--- config.mk ---
export PLATFORM = sky130hd
export DESIGN_NAME = ber_sync_ctrl
export DESIGN_NICKNAME = d
export VERILOG_FILES = /design/src/rtl/ber_sync_ctrl_pkg.sv /design/src/rtl/ber_sync_ctrl_ref_delay_line.sv /design/src/rtl/ber_sync_ctrl.sv
export SDC_FILE = /design/constraint.sdc
export NUM_CORES = 2
export LEC_CHECK = 0
export ABC_AREA = 1
export CAP_MARGIN = 20
export CELL_PAD_IN_SITES_DETAIL_PLACEMENT = 0
export CELL_PAD_IN_SITES_GLOBAL_PLACEMENT = 1
export CORE_ASPECT_RATIO = 1.2
export CORE_MARGIN = 2
export CORE_UTILIZATION = 47
export CTS_BUF_LIST = sky130_fd_sc_hd__clkbuf_4 sky130_fd_sc_hd__clkbuf_8 sky130_fd_sc_hd__clkbuf_16
export CTS_CLUSTER_SIZE = 10
export DETAILED_ROUTE_END_ITERATION = 7
export GPL_TIMING_DRIVEN = 0
export PLACE_DENSITY_LB_ADDON = 0.08
export REMOVE_ABC_BUFFERS = 1
export SYNTH_ARGS = -nofsm -noshare
export SYNTH_HDL_FRONTEND = slang
export SYNTH_SLANG_ARGS = --single-unit
--- constraint.sdc ---
create_clock -name clock -period 6.66 [get_ports clock]
set_clock_uncertainty 0.1 [all_clocks]
set_input_delay 1.998 -clock clock [delete_from_list [all_inputs] [get_ports clock]]
set_output_delay 1.998 -clock clock [all_outputs]
set_load 0.005 [all_outputs]
--- src/rtl/ber_sync_ctrl_pkg.sv ---
// ber_sync_ctrl_pkg: shared states and defaults; BER_EARLY_LOCK_EN locks on the first zero-error window
package ber_sync_ctrl_pkg;
    typedef enum logic [1:0] {IDLE, SETTLE, MEASURE, LOCK} state_t;
    localparam int OS_DEF       = 4;
    localparam int PRBS_LEN_DEF = 511;
    localparam int WINDOW_DEF   = 511;
    localparam int LOCK_THR_DEF = 64;
    localparam int NB_COUNT_DEF = 64;
`ifdef BER_EARLY_LOCK_EN
    localparam bit EARLY_LOCK = 1'b1;
`else
    localparam bit EARLY_LOCK = 1'b0;
`endif
endpackage

--- src/rtl/ber_sync_ctrl_ref_delay_line.sv ---
// ber_sync_ctrl_ref_delay_line: PRBS reference shift register with selectable tap
module ber_sync_ctrl_ref_delay_line
    import ber_sync_ctrl_pkg::*;
#(
    parameter int PRBS_LEN = PRBS_LEN_DEF,
    parameter int NB_DELAY = 9
) (
    input  logic                clock,
    input  logic                i_reset,
    input  logic                i_valid,
    input  logic                i_ref_bit,
    input  logic [NB_DELAY-1:0] i_delay,
    output logic                o_ref_bit
);
    logic [PRBS_LEN-1:0] ref_sr;

    always_ff @(posedge clock) begin
        if (!i_reset)
            ref_sr <= '0;
        else if (i_valid)
            ref_sr <= {ref_sr[PRBS_LEN-2:0], i_ref_bit};
    end

    assign o_ref_bit = ref_sr[i_delay];
endmodule

--- src/rtl/ber_sync_ctrl.sv ---
// ber_sync_ctrl: sweeps (offset, delay) pairs, locks on minimum BER, monitors lock (BER_EARLY_LOCK_EN optional)
module ber_sync_ctrl
    import ber_sync_ctrl_pkg::*;
#(
    parameter int OS        = OS_DEF,
    parameter int NB_OFFSET = 2,
    parameter int PRBS_LEN  = PRBS_LEN_DEF,
    parameter int NB_DELAY  = 9,
    parameter int WINDOW    = WINDOW_DEF,
    parameter int NB_WIN    = 10,
    parameter int LOCK_THR  = LOCK_THR_DEF,
    parameter int NB_COUNT  = NB_COUNT_DEF
) (
    input  logic                 clock,
    input  logic                 i_reset,
    input  logic                 i_enable,
    input  logic                 i_valid,
    input  logic                 i_rx_bit,
    input  logic                 i_ref_bit,
    output logic [NB_OFFSET-1:0] o_offset,
    output logic [NB_DELAY-1:0]  o_delay,
    output logic                 o_locked,
    output logic [NB_COUNT-1:0]  o_bit_count,
    output logic [NB_COUNT-1:0]  o_error_count
);
    state_t                state, state_nxt;
    logic [NB_OFFSET-1:0]  offset_nxt, best_off, best_off_nxt;
    logic [NB_DELAY-1:0]   delay_nxt, best_dly, best_dly_nxt;
    logic [NB_WIN-1:0]     win_cnt, win_cnt_nxt, win_err, win_err_nxt, best_err, best_err_nxt;
    logic [NB_COUNT-1:0]   bit_nxt, err_nxt;
    logic                  primed, primed_nxt, restart, ref_bit;

    ber_sync_ctrl_ref_delay_line #(.PRBS_LEN(PRBS_LEN), .NB_DELAY(NB_DELAY)) u_ref (
        .clock     (clock),
        .i_reset   (i_reset),
        .i_valid   (i_valid),
        .i_ref_bit (i_ref_bit),
        .i_delay   (o_delay),
        .o_ref_bit (ref_bit)
    );

    wire                err        = i_rx_bit ^ ref_bit;
    wire [NB_WIN-1:0]   win_sum    = win_err + NB_WIN'(err);
    wire                win_end    = win_cnt == NB_WIN'(WINDOW - 1);
    wire                delay_wrap = o_delay == NB_DELAY'(PRBS_LEN - 1);
    wire                last_pair  = delay_wrap && o_offset == NB_OFFSET'(OS - 1);
    wire                better     = win_sum < best_err;
    wire [NB_WIN-1:0]   cnt_step   = win_end ? '0 : win_cnt + NB_WIN'(1);
    wire [NB_WIN-1:0]   sum_step   = win_end ? '0 : win_sum;

    always_comb begin
        state_nxt    = state;
        offset_nxt   = o_offset;
        delay_nxt    = o_delay;
        best_off_nxt = best_off;
        best_dly_nxt = best_dly;
        best_err_nxt = best_err;
        win_cnt_nxt  = win_cnt;
        win_err_nxt  = win_err;
        primed_nxt   = primed;
        bit_nxt      = o_bit_count;
        err_nxt      = o_error_count;
        restart      = 1'b0;
        if (!i_enable)
            state_nxt = IDLE;
        else begin
            unique case (state)
                IDLE:    restart = 1'b1;
                SETTLE:  if (i_valid) begin
                    state_nxt   = MEASURE;
                    win_cnt_nxt = '0;
                    win_err_nxt = '0;
                end
                MEASURE: if (i_valid) begin
                    win_cnt_nxt = cnt_step;
                    win_err_nxt = sum_step;
                    if (win_end) begin
                        best_off_nxt = better ? o_offset : best_off;
                        best_dly_nxt = better ? o_delay : best_dly;
                        best_err_nxt = better ? win_sum : best_err;
                        if ((EARLY_LOCK && win_sum == '0) || last_pair) begin
                            state_nxt  = LOCK;
                            offset_nxt = best_off_nxt;
                            delay_nxt  = best_dly_nxt;
                            primed_nxt = 1'b0;
                            bit_nxt    = '0;
                            err_nxt    = '0;
                        end else begin
                            state_nxt  = SETTLE;
                            delay_nxt  = delay_wrap ? '0 : o_delay + NB_DELAY'(1);
                            offset_nxt = delay_wrap ? o_offset + NB_OFFSET'(1) : o_offset;
                        end
                    end
                end
                LOCK:    if (i_valid) begin
                    // the first strobe after a pair change is discarded
                    primed_nxt = 1'b1;
                    if (primed) begin
                        bit_nxt     = &o_bit_count ? o_bit_count : o_bit_count + NB_COUNT'(1);
                        err_nxt     = (&o_error_count || !err) ? o_error_count : o_error_count + NB_COUNT'(1);
                        win_cnt_nxt = cnt_step;
                        win_err_nxt = sum_step;
                        restart     = win_end && win_sum > NB_WIN'(LOCK_THR);
                    end
                end
            endcase
        end
        if (restart) begin
            state_nxt    = SETTLE;
            offset_nxt   = '0;
            delay_nxt    = '0;
            best_off_nxt = '0;
            best_dly_nxt = '0;
            best_err_nxt = '1;
        end
    end

    always_ff @(posedge clock) begin
        if (!i_reset) begin
            state         <= IDLE;
            o_offset      <= '0;
            o_delay       <= '0;
            o_locked      <= 1'b0;
            o_bit_count   <= '0;
            o_error_count <= '0;
            best_off      <= '0;
            best_dly      <= '0;
            best_err      <= '1;
            win_cnt       <= '0;
            win_err       <= '0;
            primed        <= 1'b0;
        end else begin
            state         <= state_nxt;
            o_offset      <= offset_nxt;
            o_delay       <= delay_nxt;
            o_locked      <= state_nxt == LOCK;
            o_bit_count   <= bit_nxt;
            o_error_count <= err_nxt;
            best_off      <= best_off_nxt;
            best_dly      <= best_dly_nxt;
            best_err      <= best_err_nxt;
            win_cnt       <= win_cnt_nxt;
            win_err       <= win_err_nxt;
            primed        <= primed_nxt;
        end
    end
endmodule

==> key figures <==
Pwr
  – Leak Pwr: 14.93 nW
  – Peak supply drop: 0.0002262 V
  – Total power divided by cell area: 233.9 nW/um2

Setup path
  – Worst stage delay on the critical path: 430 ps
  – Critical path peak fanout: 33
  – Most frequent cell on the critical path: sky130_fd_sc_hd__nand3_1
  – Worst path arrival time: 6660 ps
  – Startpoint type of the worst setup path: register
  – Class of the most critical setup path: register to register
  – Required time of the critical path: 7100 ps
  – Critical-path cell with the highest stage delay: sky130_fd_sc_hd__dfxtp_4
  – Type of element capturing the critical path: register

Floorplan
  – Initial core utilization: 0.4760
  – Vert. Die Dim: 300.7 um
  – Core Area: 72430 um2
  – Row Count: 108
  – # IOs: 146
  – Overall die area: 75550 um2
  – Horizontal die dimension: 251.3 um

Timing
  – Total negative setup slack: 0 ps
  – Final Hold Vio Count: 0
  – Final period util: 0.9342
  – Setup repair after global routing missed its margin: false
  – # setup viols final: 0
  – Peak Freq: 0.1607 GHz
  – Relative slew slack: 0.4049
  – Number of max-slew violations in the final report: 0
  – Crit path time final: 6222 ps
  – Pin slew with the least headroom to its limit: 885.8 ps
  – Worst Slack Setup Final: 438.5 ps

Cells and area
  – Footprint of the multi-input gates: 17460 um2
  – Number of inserted filler cells in the final layout: 7454
  – Layout area overhead: 13.38%
  – Antenna diode instance count: 0
  – Share of cells above drive strength 1: 0.04504
  – Sequential standard cell area: 13930 um2
  – Number of non-filler instances in the completed layout: 6153
  – Final #Nets: 5223
  – Share of the core filled with cells in the final layout: 0.5397

Route
  – DR DRC count: 0
  – Detailed-routing iteration count for the pre-antenna-repair pass: 6
  – ANT nets after route: 0
  – Number of violations reported at the end of detailed-routing iteration 0: 2405
  – Vias per cell: 5.370
  – Per-cell routed wire length: 16.43 um
  – Total number of vias: 33044
  – Detailed Route WL: 101100 um

Synthesis
  – Fraction of the yosys area taken by sequential cells: 0.4035
  – Number of synthesized register bits: 695
  – Share of the synthesized netlist area taken by xor and xnor gates: 0.01092
  – Count of different cell masters after synthesis: 58
  – Most used DFF post-synth: sky130_fd_sc_hd__dfxtp_1
  – Fraction of the mapped netlist area in compound gates: 0.1861
  – Multiplexer share of the synthesized area: 0
  – Post-synthesis share of cell area spent on full adders, half adders and majority gates: 0.008346
  – Average instance area after synthesis: 6.557 um2
  – Post-Syn Area: 34480 um2
  – Synth warn: 0
  – Dominant combinational cell family by area after synthesis: simple AND/OR/NAND/NOR gates
  – Count of flip-flops with a built-in enable after synthesis: 0
  – Gate count of the mapped netlist: 5258
  – Synthesized-area fraction occupied by and/or/nand/nor cells: 0.2988
  – Share of synthesized flip-flops with an asynchronous set or reset: 0

Clocking
  – Clock tree root buffer cell: sky130_fd_sc_hd__clkbuf_16
  – Clk pin slew, worst setup/hold paths: 60 ps
  – CTS Hold Bufs: 0
  – Clock H-tree levels: 3
  – CTS Sinks: 695
  – Largest buffer count on any clock path: 3
  – TritonCTS clock tree: yes
  – Inserted Clock Buffers: 81
  – Clock network latency to the later pin of the worst-skew pair: 630 ps

Placed design
  – Place WS: -899.6 ps
  – Number of placed instances, taps included: 6026
  – RePlAce Congestion: 0.8889
  – Post-detail-place hpwl: 58450 um
  – IO Port Bufs: 145

Run
  – # Max-Cap Violations: 0

Global route
  – First-pass GRT wire length: 159900 um
  – Total overflow reported by the global router: 0
  – Maximum number of pins on one net before global-route repair: 180
  – Vias in the first global route: 30458
  – Tot GR Track Use: 0.2548
  – Number of antenna violations at the first check in global routing: 1

Min path
  – Worst hold path class: register to register

Status
  – Run status: finished, final reports clean
-- per-layer routing --
layer  wire length, um  part of all wire  vias up  track usage
met1             46790              0.46    15293       0.3378
met5                 0                 0        -            0
met4              2065             0.020        0      0.07299
met2             48380              0.48      611       0.4363
met3              3832             0.038      135      0.03077
li1                  -                 -    17005            -
-- power breakdown --
group / switching [mW] / internal [mW] / total (mW)
Sequential: 0.118 / 4.36 / 4.48
Combinational: 0.385 / 0.206 / 0.592
Clock: 1.73 / 2.35 / 4.08
Total: 2.23 / 6.91 / 9.15
-- placed cells by master (no fill, tap or decap), types with 34 or more instances in the layout --
cell	instances
sky130_fd_sc_hd__xor2_1	34
sky130_fd_sc_hd__clkdlybuf4s50_1	143
sky130_fd_sc_hd__o211ai_1	40
sky130_fd_sc_hd__nand2_1	783
sky130_fd_sc_hd__nand3_1	335
sky130_fd_sc_hd__a21oi_1	415
sky130_fd_sc_hd__dfxtp_1	691
sky130_fd_sc_hd__nand4_1	53
sky130_fd_sc_hd__nor2_1	1156
sky130_fd_sc_hd__o21ai_0	713
sky130_fd_sc_hd__nor3_1	78
sky130_fd_sc_hd__clkbuf_16	91
sky130_fd_sc_hd__inv_1	408
-- per-stage QoR --
stage | cell area [um2] | hold slack [ps] | total power [mW]
final | 39090 | 357.9 | 9.146
after global routing | 39090 | 384.7 | 9.546
after detailed placement | 36330 | 343.3 | 5.152
after CTS | 38790 | 357.7 | 9.264
after floorplan | 32890 | 329.3 | 4.961
after global placement | 35510 | 340.7 | 5.268
-- layout make-up --
class / instances / share of cell area
clock inverters: 6 / 0.001984
repair buffers: 192 / 0.06475
flip-flops and latches: 695 / 0.3562
repair inverters: 3 / 0.0007681
well taps: 935 / 0.02993
clock buffers: 101 / 0.05752
inverters: 424 / 0.04212
multi-input cells: 3797 / 0.4467
-- worst paths after layout --
check,from,end,slack [ps],cells after the start
max reg2reg,o_delay[0],o_delay[7],440,35
max,o_delay[0],o_delay[7],440,35
min reg2reg,best_err[0],best_err[0],360,2
min,best_err[0],best_err[0],360,2
-- cell families (layout without fill, tap and decap cells) --
| logic type | Yosys count | in the layout |
|---|---|---|
| compound gates | 1235 | 1235 |
| xor+xnor | 43 | 43 |
| fa+ha+maj | 23 | 23 |
| simple gates | 2496 | 2496 |
| buf+inv | 766 | 726 |
| flops | 695 | 695 |
-- sequential cells by signal, summed over array words and instances, names as in the netlist --
signal	cells
o_bit_count	64
win_cnt	10
best_dly	9
o_error_count	64
u_ref.ref_sr	511
o_locked	1
o_delay	9
win_err	10
best_err	10
best_off	2
primed	1
o_offset	2
state	2
-- worst max-delay path: cells and delay by family (launching register included) --
kind	cells	cell delay, ps
compound gates	6	860
xor+xnor	1	110
fa+ha+maj	2	530
buf+inv	10	1560
flops	1	430
simple gates	16	2390
-- Yosys cell counts, types with 7 or more instances --
cell / instances / area share
sky130_fd_sc_hd__nor2_1: 1158 / 0.13
sky130_fd_sc_hd__nand2_1: 783 / 0.085
sky130_fd_sc_hd__o21ai_0: 716 / 0.10
sky130_fd_sc_hd__dfxtp_1: 695 / 0.40
sky130_fd_sc_hd__a21oi_1: 415 / 0.060
sky130_fd_sc_hd__inv_1: 412 / 0.045
sky130_fd_sc_hd__nand3_1: 336 / 0.049
sky130_fd_sc_hd__clkbuf_1: 227 / 0.025
sky130_fd_sc_hd__nor3_1: 79 / 0.011
sky130_fd_sc_hd__buf_2: 62 / 0.0090
sky130_fd_sc_hd__nand4_1: 53 / 0.0096
sky130_fd_sc_hd__o211ai_1: 40 / 0.0087
sky130_fd_sc_hd__xor2_1: 36 / 0.0091
sky130_fd_sc_hd__nor4_1: 29 / 0.0053
sky130_fd_sc_hd__buf_4: 25 / 0.0054
sky130_fd_sc_hd__ha_1: 23 / 0.0083
sky130_fd_sc_hd__or2_2: 21 / 0.0038
sky130_fd_sc_hd__buf_6: 16 / 0.0052
sky130_fd_sc_hd__o21ai_1: 16 / 0.0023
sky130_fd_sc_hd__buf_1: 11 / 0.0012
sky130_fd_sc_hd__a21oi_2: 10 / 0.0025
sky130_fd_sc_hd__nor2_2: 9 / 0.0016
sky130_fd_sc_hd__xnor2_1: 7 / 0.0018
-- timing repair --
action / CTS / global route
gates cloned: 2 / 10
pin swaps: 0 / 2
endpoints found under the setup margin: 32 / 32
resized for setup: 8 / 17
buffers inserted: 6 / 2
Note: power is estimated with default switching activity, not from simulation.
